$ cat config.mk
export PLATFORM = sky130hd
export DESIGN_NAME = dp_cmp_writeback_flat
export DESIGN_NICKNAME = d
export VERILOG_FILES = /design/src/rtl/fpu_pkg.sv /design/src/rtl/dp_cmp_writeback_if.sv /design/src/rtl/dp_cmp_wb_fifo.sv /design/src/rtl/dp_cmp_writeback.sv /design/src/flat_wrapper.sv
export SDC_FILE = /design/constraint.sdc
export NUM_CORES = 1
export LEC_CHECK = 0
export CORE_MARGIN = 8
export CORE_UTILIZATION = 32
export CTS_CLUSTER_SIZE = 14
export DETAILED_ROUTE_END_ITERATION = 8
export GPL_TIMING_DRIVEN = 0
export HOLD_SLACK_MARGIN = 0.06
export PLACE_DENSITY = 0.65
export SYNTH_ARGS = -nofsm -noshare
export SYNTH_HDL_FRONTEND = slang
export SYNTH_SLANG_ARGS = --single-unit
$ cat constraint.sdc
create_clock -name clk -period 2.5 [get_ports clk]
set_input_delay 0.75 -clock clk [delete_from_list [all_inputs] [get_ports clk]]
set_output_delay 0.75 -clock clk [all_outputs]
set_load 0.01 [all_outputs]
$ cat src/rtl/fpu_pkg.sv
// rtl/fpu_pkg.sv - shared FPU constants, fflags indices, compare codes and compare-writeback entry type
package fpu_pkg;

    localparam int XLEN  = 64;
    localparam int RD_W  = 5;
    localparam int TAG_W = 4;

    localparam int FFLAG_NV = 4;
    localparam int FFLAG_DZ = 3;
    localparam int FFLAG_OF = 2;
    localparam int FFLAG_UF = 1;
    localparam int FFLAG_NX = 0;

    localparam logic [2:0] FUNC3_FLE = 3'b000;
    localparam logic [2:0] FUNC3_FLT = 3'b001;
    localparam logic [2:0] FUNC3_FEQ = 3'b010;

    typedef struct packed {
        logic             cmp;
        logic             inv;
        logic [RD_W-1:0]  rd;
        logic [TAG_W-1:0] tag;
    } cmp_wb_entry_t;

endpackage

$ cat src/rtl/dp_cmp_writeback_if.sv
// rtl/dp_cmp_writeback_if.sv - compare-result input and register-file writeback handshake bundle
interface dp_cmp_writeback_if #(
    parameter int XLEN  = 64,
    parameter int RD_W  = 5,
    parameter int TAG_W = 4
);
    logic             in_valid;
    logic             in_ready;
    logic             in_flag_cmp;
    logic             in_flag_inv;
    logic [RD_W-1:0]  in_rd;
    logic [TAG_W-1:0] in_tag;

    logic             wb_valid;
    logic             wb_ready;
    logic             wb_we;
    logic [RD_W-1:0]  wb_rd;
    logic [XLEN-1:0]  wb_data;
    logic [TAG_W-1:0] wb_tag;

    modport master (
        output in_valid, in_flag_cmp, in_flag_inv, in_rd, in_tag, wb_ready,
        input  in_ready, wb_valid, wb_we, wb_rd, wb_data, wb_tag
    );

    modport slave (
        input  in_valid, in_flag_cmp, in_flag_inv, in_rd, in_tag, wb_ready,
        output in_ready, wb_valid, wb_we, wb_rd, wb_data, wb_tag
    );
endinterface

$ cat src/rtl/dp_cmp_wb_fifo.sv
// rtl/dp_cmp_wb_fifo.sv - two-entry FIFO with 1-bit pointers, occupancy count and synchronous flush
module dp_cmp_wb_fifo
    import fpu_pkg::*;
#(
    parameter type entry_t = cmp_wb_entry_t
) (
    input  logic       clk,
    input  logic       rst_n,
    input  logic       push,
    input  logic       pop,
    input  logic       flush,
    input  entry_t     wdata,
    output entry_t     rdata,
    output logic [1:0] count,
    output logic       full,
    output logic       empty
);
    entry_t mem [2];
    logic   wr_ptr;
    logic   rd_ptr;
    logic   do_push;
    logic   do_pop;

    assign full    = (count == 2'd2);
    assign empty   = (count == 2'd0);
    assign do_push = push && !full;
    assign do_pop  = pop && !empty;
    assign rdata   = mem[rd_ptr];

    // Flush wins over any same-cycle push or pop.
    always_ff @(posedge clk or negedge rst_n) begin
        if (!rst_n) begin
            count  <= 2'd0;
            wr_ptr <= 1'b0;
            rd_ptr <= 1'b0;
            mem[0] <= '0;
            mem[1] <= '0;
        end else if (flush) begin
            count  <= 2'd0;
            wr_ptr <= 1'b0;
            rd_ptr <= 1'b0;
        end else begin
            if (do_push) begin
                mem[wr_ptr] <= wdata;
                wr_ptr      <= ~wr_ptr;
            end
            if (do_pop) begin
                rd_ptr <= ~rd_ptr;
            end
            case ({do_push, do_pop})
                2'b10:   count <= count + 2'd1;
                2'b01:   count <= count - 2'd1;
                default: count <= count;
            endcase
        end
    end
endmodule

$ cat src/rtl/dp_cmp_writeback.sv
// rtl/dp_cmp_writeback.sv - compare-result writeback stage with sticky NV; DP_CMP_WB_PERF_EN adds commit counters
module dp_cmp_writeback
    import fpu_pkg::*;
#(
    parameter int XLEN  = fpu_pkg::XLEN,
    parameter int RD_W  = fpu_pkg::RD_W,
    parameter int TAG_W = fpu_pkg::TAG_W
) (
    input  logic                clk,
    input  logic                rst_n,
    dp_cmp_writeback_if.slave   bus,
    input  logic                flush,
    input  logic                fflags_clr,
    output logic                fflags_nv
`ifdef DP_CMP_WB_PERF_EN
    ,
    output logic [31:0]         perf_commits,
    output logic [31:0]         perf_invalids
`endif
);
    // Buffered entries use the shared entry type, so its field widths must match.
    if (RD_W != fpu_pkg::RD_W || TAG_W != fpu_pkg::TAG_W) begin : g_width_check
        $error("dp_cmp_writeback: RD_W/TAG_W must match fpu_pkg");
    end

    cmp_wb_entry_t in_entry;
    cmp_wb_entry_t head;
    logic [1:0]    count;
    logic          full;
    logic          empty;
    logic          push;
    logic          pop;
    logic          commit;

    assign in_entry = '{cmp: bus.in_flag_cmp, inv: bus.in_flag_inv,
                        rd: bus.in_rd, tag: bus.in_tag};

    // in_ready comes from registered occupancy only, never from wb_ready.
    assign bus.in_ready = !full;
    assign bus.wb_valid = !empty;
    assign push         = bus.in_valid && !full;
    assign pop          = !empty && bus.wb_ready;
    assign commit       = pop && !flush;

    dp_cmp_wb_fifo #(
        .entry_t (cmp_wb_entry_t)
    ) u_fifo (
        .clk   (clk),
        .rst_n (rst_n),
        .push  (push),
        .pop   (pop),
        .flush (flush),
        .wdata (in_entry),
        .rdata (head),
        .count (count),
        .full  (full),
        .empty (empty)
    );

    assign bus.wb_rd   = empty ? '0 : head.rd;
    assign bus.wb_tag  = empty ? '0 : head.tag;
    assign bus.wb_data = {{(XLEN-1){1'b0}}, (!empty && head.cmp)};
    assign bus.wb_we   = !empty && (head.rd != '0);

    // NV is raised on commit; a same-cycle clear cannot mask a new invalid.
    always_ff @(posedge clk or negedge rst_n) begin
        if (!rst_n) begin
            fflags_nv <= 1'b0;
        end else begin
            fflags_nv <= (fflags_clr ? 1'b0 : fflags_nv) | (commit && head.inv);
        end
    end

`ifdef DP_CMP_WB_PERF_EN
    always_ff @(posedge clk or negedge rst_n) begin
        if (!rst_n) begin
            perf_commits  <= 32'd0;
            perf_invalids <= 32'd0;
        end else if (commit) begin
            perf_commits <= perf_commits + 32'd1;
            if (head.inv) begin
                perf_invalids <= perf_invalids + 32'd1;
            end
        end
    end
`endif
endmodule
$ cat src/flat_wrapper.sv
// flat-port wrapper written by rule: the top's interface ports become plain ports
module dp_cmp_writeback_flat import fpu_pkg::*;
#(
    parameter int XLEN  = fpu_pkg::XLEN,
    parameter int RD_W  = fpu_pkg::RD_W,
    parameter int TAG_W = fpu_pkg::TAG_W
)
  (clk, rst_n, flush, fflags_clr, fflags_nv, bus_in_valid, bus_in_flag_cmp, bus_in_flag_inv, bus_in_rd, bus_in_tag, bus_wb_ready, bus_in_ready, bus_wb_valid, bus_wb_we, bus_wb_rd, bus_wb_data, bus_wb_tag);
  dp_cmp_writeback_if #(.XLEN(XLEN), .RD_W(RD_W), .TAG_W(TAG_W)) bus_i ();
  input  logic clk;
  input  logic rst_n;
  input  logic flush;
  input  logic fflags_clr;
  output logic fflags_nv;
  input wire logic [$bits(bus_i.in_valid)-1:0] bus_in_valid;
  input wire logic [$bits(bus_i.in_flag_cmp)-1:0] bus_in_flag_cmp;
  input wire logic [$bits(bus_i.in_flag_inv)-1:0] bus_in_flag_inv;
  input wire logic [$bits(bus_i.in_rd)-1:0] bus_in_rd;
  input wire logic [$bits(bus_i.in_tag)-1:0] bus_in_tag;
  input wire logic [$bits(bus_i.wb_ready)-1:0] bus_wb_ready;
  output wire logic [$bits(bus_i.in_ready)-1:0] bus_in_ready;
  output wire logic [$bits(bus_i.wb_valid)-1:0] bus_wb_valid;
  output wire logic [$bits(bus_i.wb_we)-1:0] bus_wb_we;
  output wire logic [$bits(bus_i.wb_rd)-1:0] bus_wb_rd;
  output wire logic [$bits(bus_i.wb_data)-1:0] bus_wb_data;
  output wire logic [$bits(bus_i.wb_tag)-1:0] bus_wb_tag;
  assign bus_i.in_valid = bus_in_valid;
  assign bus_i.in_flag_cmp = bus_in_flag_cmp;
  assign bus_i.in_flag_inv = bus_in_flag_inv;
  assign bus_i.in_rd = bus_in_rd;
  assign bus_i.in_tag = bus_in_tag;
  assign bus_i.wb_ready = bus_wb_ready;
  assign bus_in_ready = bus_i.in_ready;
  assign bus_wb_valid = bus_i.wb_valid;
  assign bus_wb_we = bus_i.wb_we;
  assign bus_wb_rd = bus_i.wb_rd;
  assign bus_wb_data = bus_i.wb_data;
  assign bus_wb_tag = bus_i.wb_tag;
  dp_cmp_writeback #(.XLEN(XLEN), .RD_W(RD_W), .TAG_W(TAG_W)) u_core (.clk(clk), .rst_n(rst_n), .bus(bus_i), .flush(flush), .fflags_clr(fflags_clr), .fflags_nv(fflags_nv));
endmodule
# Word level (Yosys, flattened, before mapping)
# Cells that the tools add are included.
[totals]
reg_bits = 27
input_bits = 17
wordCells = 59
[classes]
n_addsub = 2
n_lt_le_gt_ge = 3
n_eq_ne = 3
n_mux = 15
bitwise = 6
reduce_logical = 18
[ops]
columns = ["op", "n"]
rows = [
  ["$mux 11", 4],
  ["$bwmux 22", 1],
  ["$demux 11 s1", 1],
  ["$logic_and 1x1->1", 9],
  ["$mux 1", 5],
  ["$mux 5", 1],
  ["$reduce_bool 5->1", 1],
  ["$eq 2x2->1 const B", 2],
  ["$ge 2x2->1 const B", 2],
  ["$mux 4", 1],
  ["$not 1->2", 2],
  ["$pmux 2 s2", 1],
  ["$reduce_bool 2->1", 2],
  ["$logic_not 1->1", 3],
  ["$not 1->1", 3],
  ["$reduce_bool 3->1", 1],
  ["$add 2x1->2 const B", 1],
  ["$eq 2x1->1 const B", 1],
  ["$logic_not 2->1", 1],
  ["$lt 2x1->1 const B", 1],
  ["$mux 2", 1],
  ["$reduce_and 2->1", 1],
  ["$sub 2x1->2 const B", 1],
  ["$or 1x1->1", 1],
]

# Depth between registers and ports, before layout
[depth]
depth_word = 7
depth_mapped = 5
depth_no_buf = 4

# Modules after synthesis
# From an unflattened synthesis, not the netlist that was laid out.
[hier_totals]
cells_unflattened = 168
area_unflattened_um2 = 1829.3
[modules_own_cells]
columns = ["module", "instances", "cells_each", "area_each_um2"]
rows = [
  ["dp_cmp_wb_fifo", 1, 82, 1203.7],
  ["dp_cmp_writeback", 1, 86, 625.6],
]

# Worst setup path after synthesis
# OpenSTA, ideal clock, no wires.
[synth_path]
path_type = "reg-to-output"
start = "register u_core.u_fifo.mem[7] in the netlist's numbering"
end = "output bus_wb_we"
arrival_time_ns = 1.231
slack_ns = 0.519
path_stages_with_launch = 4
path_cell_list = "dfrtp_1 > or4b_2 > o41ai_1 > a21oi_1"
[synth_via]
elab_chain_cells = 5
[synth_lines]
columns = ["item", "line", "source"]
rows = [
  ["from (decl)", "dp_cmp_wb_fifo.sv:18", "entry_t mem [2];"],
  ["from (signal, indexed assignment)", "dp_cmp_wb_fifo.sv:44", "mem[wr_ptr] <= wdata;"],
  ["$mux 11 (not written as such) (3 in series)", "dp_cmp_wb_fifo.sv:28", "assign rdata = mem[rd_ptr];"],
  ["$reduce_bool 5->1", "dp_cmp_writeback.sv:63", "assign bus.wb_we = !empty && (head.rd != '0);"],
  ["$logic_and 1x1->1", "dp_cmp_writeback.sv:63", ""],
  ["to (decl)", "flat_wrapper.sv:23", "output wire logic [$bits(bus_i.wb_we)-1:0] bus_wb_we;"],
]
# Every way passes these cells. The select of a mux whose other input is x is not followed.

# Final worst setup path
[layout_path]
start = "register u_core.u_fifo.count[0]"
end = "output bus_wb_valid"
[layout_via]
elab_chain_cells = 2
[layout_lines]
columns = ["item", "line", "source"]
rows = [
  ["from (decl)", "dp_cmp_wb_fifo.sv:14", "output logic [1:0] count,"],
  ["from (signal assigned)", "dp_cmp_wb_fifo.sv:51", "2'b10: count <= count + 2'd1;"],
  ["from (signal assigned)", "dp_cmp_wb_fifo.sv:52", "2'b01: count <= count - 2'd1;"],
  ["from (signal assigned)", "dp_cmp_wb_fifo.sv:53", "default: count <= count;"],
  ["$logic_not 2->1", "dp_cmp_wb_fifo.sv:25", "assign empty = (count == 2'd0);"],
  ["$logic_not 1->1", "dp_cmp_writeback.sv:40", "assign bus.wb_valid = !empty;"],
  ["to (decl)", "flat_wrapper.sv:22", "output wire logic [$bits(bus_i.wb_valid)-1:0] bus_wb_valid;"],
]
# Every way passes these cells.

==> impl_results.md <==
- Worst EP arrival: 1.64 ns
- Period utilization: 95.8%
- Syn Area/Cell: 10.8 um^2
- Worst-path clk slew: 0.09 ns
- Layout cell share with drive strength beyond 1: 40.3%
- Gp weighted congestion: 0.728
- CTS tree: done
- Port bufs: 30
- GRT overflow: 0
- Reg2Reg Depth: 5
- Final Setup Violations: 0
- Row cnt: 27
- Synth Area in XOR/XNOR: 0.485%
- Seq/Total Area, Yosys: 37.4%
- R2R Setup Slk: 0.96 ns
- Post-synthesis compound-gate area fraction: 4.22%
- Initial detailed-routing violation count: 20
- Worst hold path type: reg2reg
- Pre-antenna DRT Iters: 2
- Path type of the worst setup path: reg2out
- Starting density of the core: 33.0%
- DRC: 0
- Largest family of logic cells by synthesized area: buffers and inverters
- Post-Syn Area: 1810 um^2
- Worst slack, placed: -0.0360 ns
- Via/cell ratio: 3.65
- Core area: 5470 um^2
- Yosys cell types: 27
- Layout area overhead: 39.5%
- Min Tclk post-route: 2.39 ns
- Fmax achieved: 418 MHz
- Initial antenna violation count: 0
- Largest net degree at the start of global routing: 28
- Crit Path Max Fanout: 10
- Synthesis Warnings: 0
- GR Util All Layers: 8.77%
- Final hold vios: 0
- Die X: 91.1 um
- Root Driver: clkbuf_8
- Synth Area in Simple Gates: 8.17%
- Vias in the first global route: 1223
- # IOs: 94
- Slew Viols, Final: 0
- Max Cap Viol: 0
- Antenna cell count: 0
- Clock Skew: 0.00541 ns
- Layout Nets: 286
- Die height: 91.1 um
- Hold path depth: 1
- Slew headroom: 19.8%
- Multiplexer area fraction after synthesis: 20.4%
- H-tree levels: 1
- Multi-input logic area: 856 um^2
- Placed cell areas: 2430 um^2
- First-pass GRT wire length: 6100 um
- Syn Inst Count: 168
- Peak supply drop: 0.000376 V
- CTS Sinks: 27
- Max Buffers Root-to-Sink: 2
- Post-synthesis adder-cell area fraction: 0%
- Status: finished, final reports clean
- Storage cell area: 676 um^2
- Final worst-path setup slack: 0.106 ns
- Cell Pwr Density: 507 nW/um^2
- DR WL/cell: 11.4 um
- Crit end category: output pin
- Detailed Place HPWL: 3160 um
- Nature of the critical path startpoint: register
- Worst Max-Slew Pin Slew: 1.20 ns
- Clock latency on the worst-skew pair: 0.27 ns
- Post-Layout Inst Area: 2520 um^2
- Die area: 8310 um^2
- Tot Pwr: 1280 uW
- Leakage Power: 0.00131 uW
- RSZ-0062 raised after global routing: false
- CP Data Required Time: 1.75 ns
- Antenna viol nets, final: 0
- Routed vias: 1242
- Final hold slack: 0.513 ns
- Number of CTS-inserted buffers: 3
- Seq cells post-synth: 27
- Fill cell count: 562
- Routed WL: 3860 um
[layout by cell type (no fill, tap or decap), types with 5 or more instances in the layout]
cell type and count:
a21oi_1 5, conb_1 63, clkdlybuf4s50_1 19, nor2_1 11
dlygate4sd2_1 10, mux2_2 22, dfrtp_1 27, buf_4 69
mux2i_1 12
[what timing repair did]
item,CTS,global route
endpoints found under the hold margin,0,0
resized for setup,19,4
setup endpoints to repair,12,2
pin swaps,1,1
buffers inserted,0,4
hold buffers,0,0
[power by group]
group | internal [uW] | switching, uW | leakage, uW
Combinational | 249 | 180 | 0.000961
Clock | 113 | 141 | 0.0000217
Sequential | 531 | 63.9 | 0.000329
[state kept, by name, summed over array words and instances (netlist names)]
signal,cells
u_core.u_fifo.rd_ptr,1
u_core.u_fifo.mem,22
u_core.u_fifo.count,2
u_core.u_fifo.wr_ptr,1
u_core.fflags_nv,1
[cells in the mapped netlist (all sizes together)]
cell / number / area (um^2)
xor2: 1 / 8.76
dfrtp: 27 / 676
o41ai: 1 / 8.76
mux2i: 12 / 120
or3: 1 / 6.26
or4b: 1 / 10.0
or2: 1 / 6.26
a21o: 1 / 7.51
conb: 1 / 3.75
nor2b: 1 / 13.8
o32ai: 2 / 17.5
o211ai: 1 / 7.51
buf: 67 / 508
nor3b: 1 / 7.51
inv: 4 / 15.0
o21ai: 2 / 10.0
nand2b: 1 / 6.26
mux2: 22 / 248
nand4b: 1 / 23.8
a21oi: 5 / 25.0
nor2: 12 / 45.0
nor4: 1 / 21.3
clkbuf: 1 / 3.75
nand3b: 1 / 7.51
[metrics by stage]
step           std cells  utilization, %  setup TNS [ns]
3_5_place_dp         332            44.4          -0.152
6_report             340            46.0               0
3_3_place_gp         332            44.4         -0.0255
4_1_cts              336            45.2               0
5_1_grt              340            46.0               0
2_1_floorplan        230               -               0
[metal layers]
metal / GRT usage [%] / wire, um
met3: 3.37 / 362
met4: 2.05 / 21
met5: 0 / 0
met2: 14.4 / 1790
met1: 10.6 / 1690
[critical path, cell delays in order, from the launching register on]
cell and delay, ns:
dfrtp_1 0.50, nor2_4 0.16, buf_4 0.20, inv_1 0.05, clkdlybuf4s50_1 0.47
[kinds of logic after synthesis]
logic type             after synthesis
buffers and inverters               72
multiplexers                        34
flip-flops                          27
AND/OR/NAND/NOR                     21
AO/OA/AOI/OAI                       12
XOR/XNOR                             1
other                                1
[area by class of cell]
cell class                      count  share of cell area, %
Timing Repair Buffer               34                   12.4
Clock buffer                        3                   1.64
Multi-Input combinational cell    131                   34.0
Tap cell                           72                   3.57
Sequential cell                    27                   26.8
Inverter                            4                  0.596
Buffer                             68                   20.7
Clock inverter                      1                  0.298
[worst paths after layout]
check | from | to
setup reg to reg | u_core.u_fifo.count[1] | u_core.u_fifo.mem[7]
setup / recovery | u_core.u_fifo.count[0] | bus_wb_valid
max in group asynchronous | rst_n | u_core.u_fifo.mem[8]
hold reg to reg | u_core.u_fifo.mem[9] | u_core.u_fifo.mem[9]
hold / removal | u_core.u_fifo.mem[9] | u_core.u_fifo.mem[9]
min in group asynchronous | rst_n | u_core.u_fifo.mem[18]
Power figures use the tool's default switching activity.
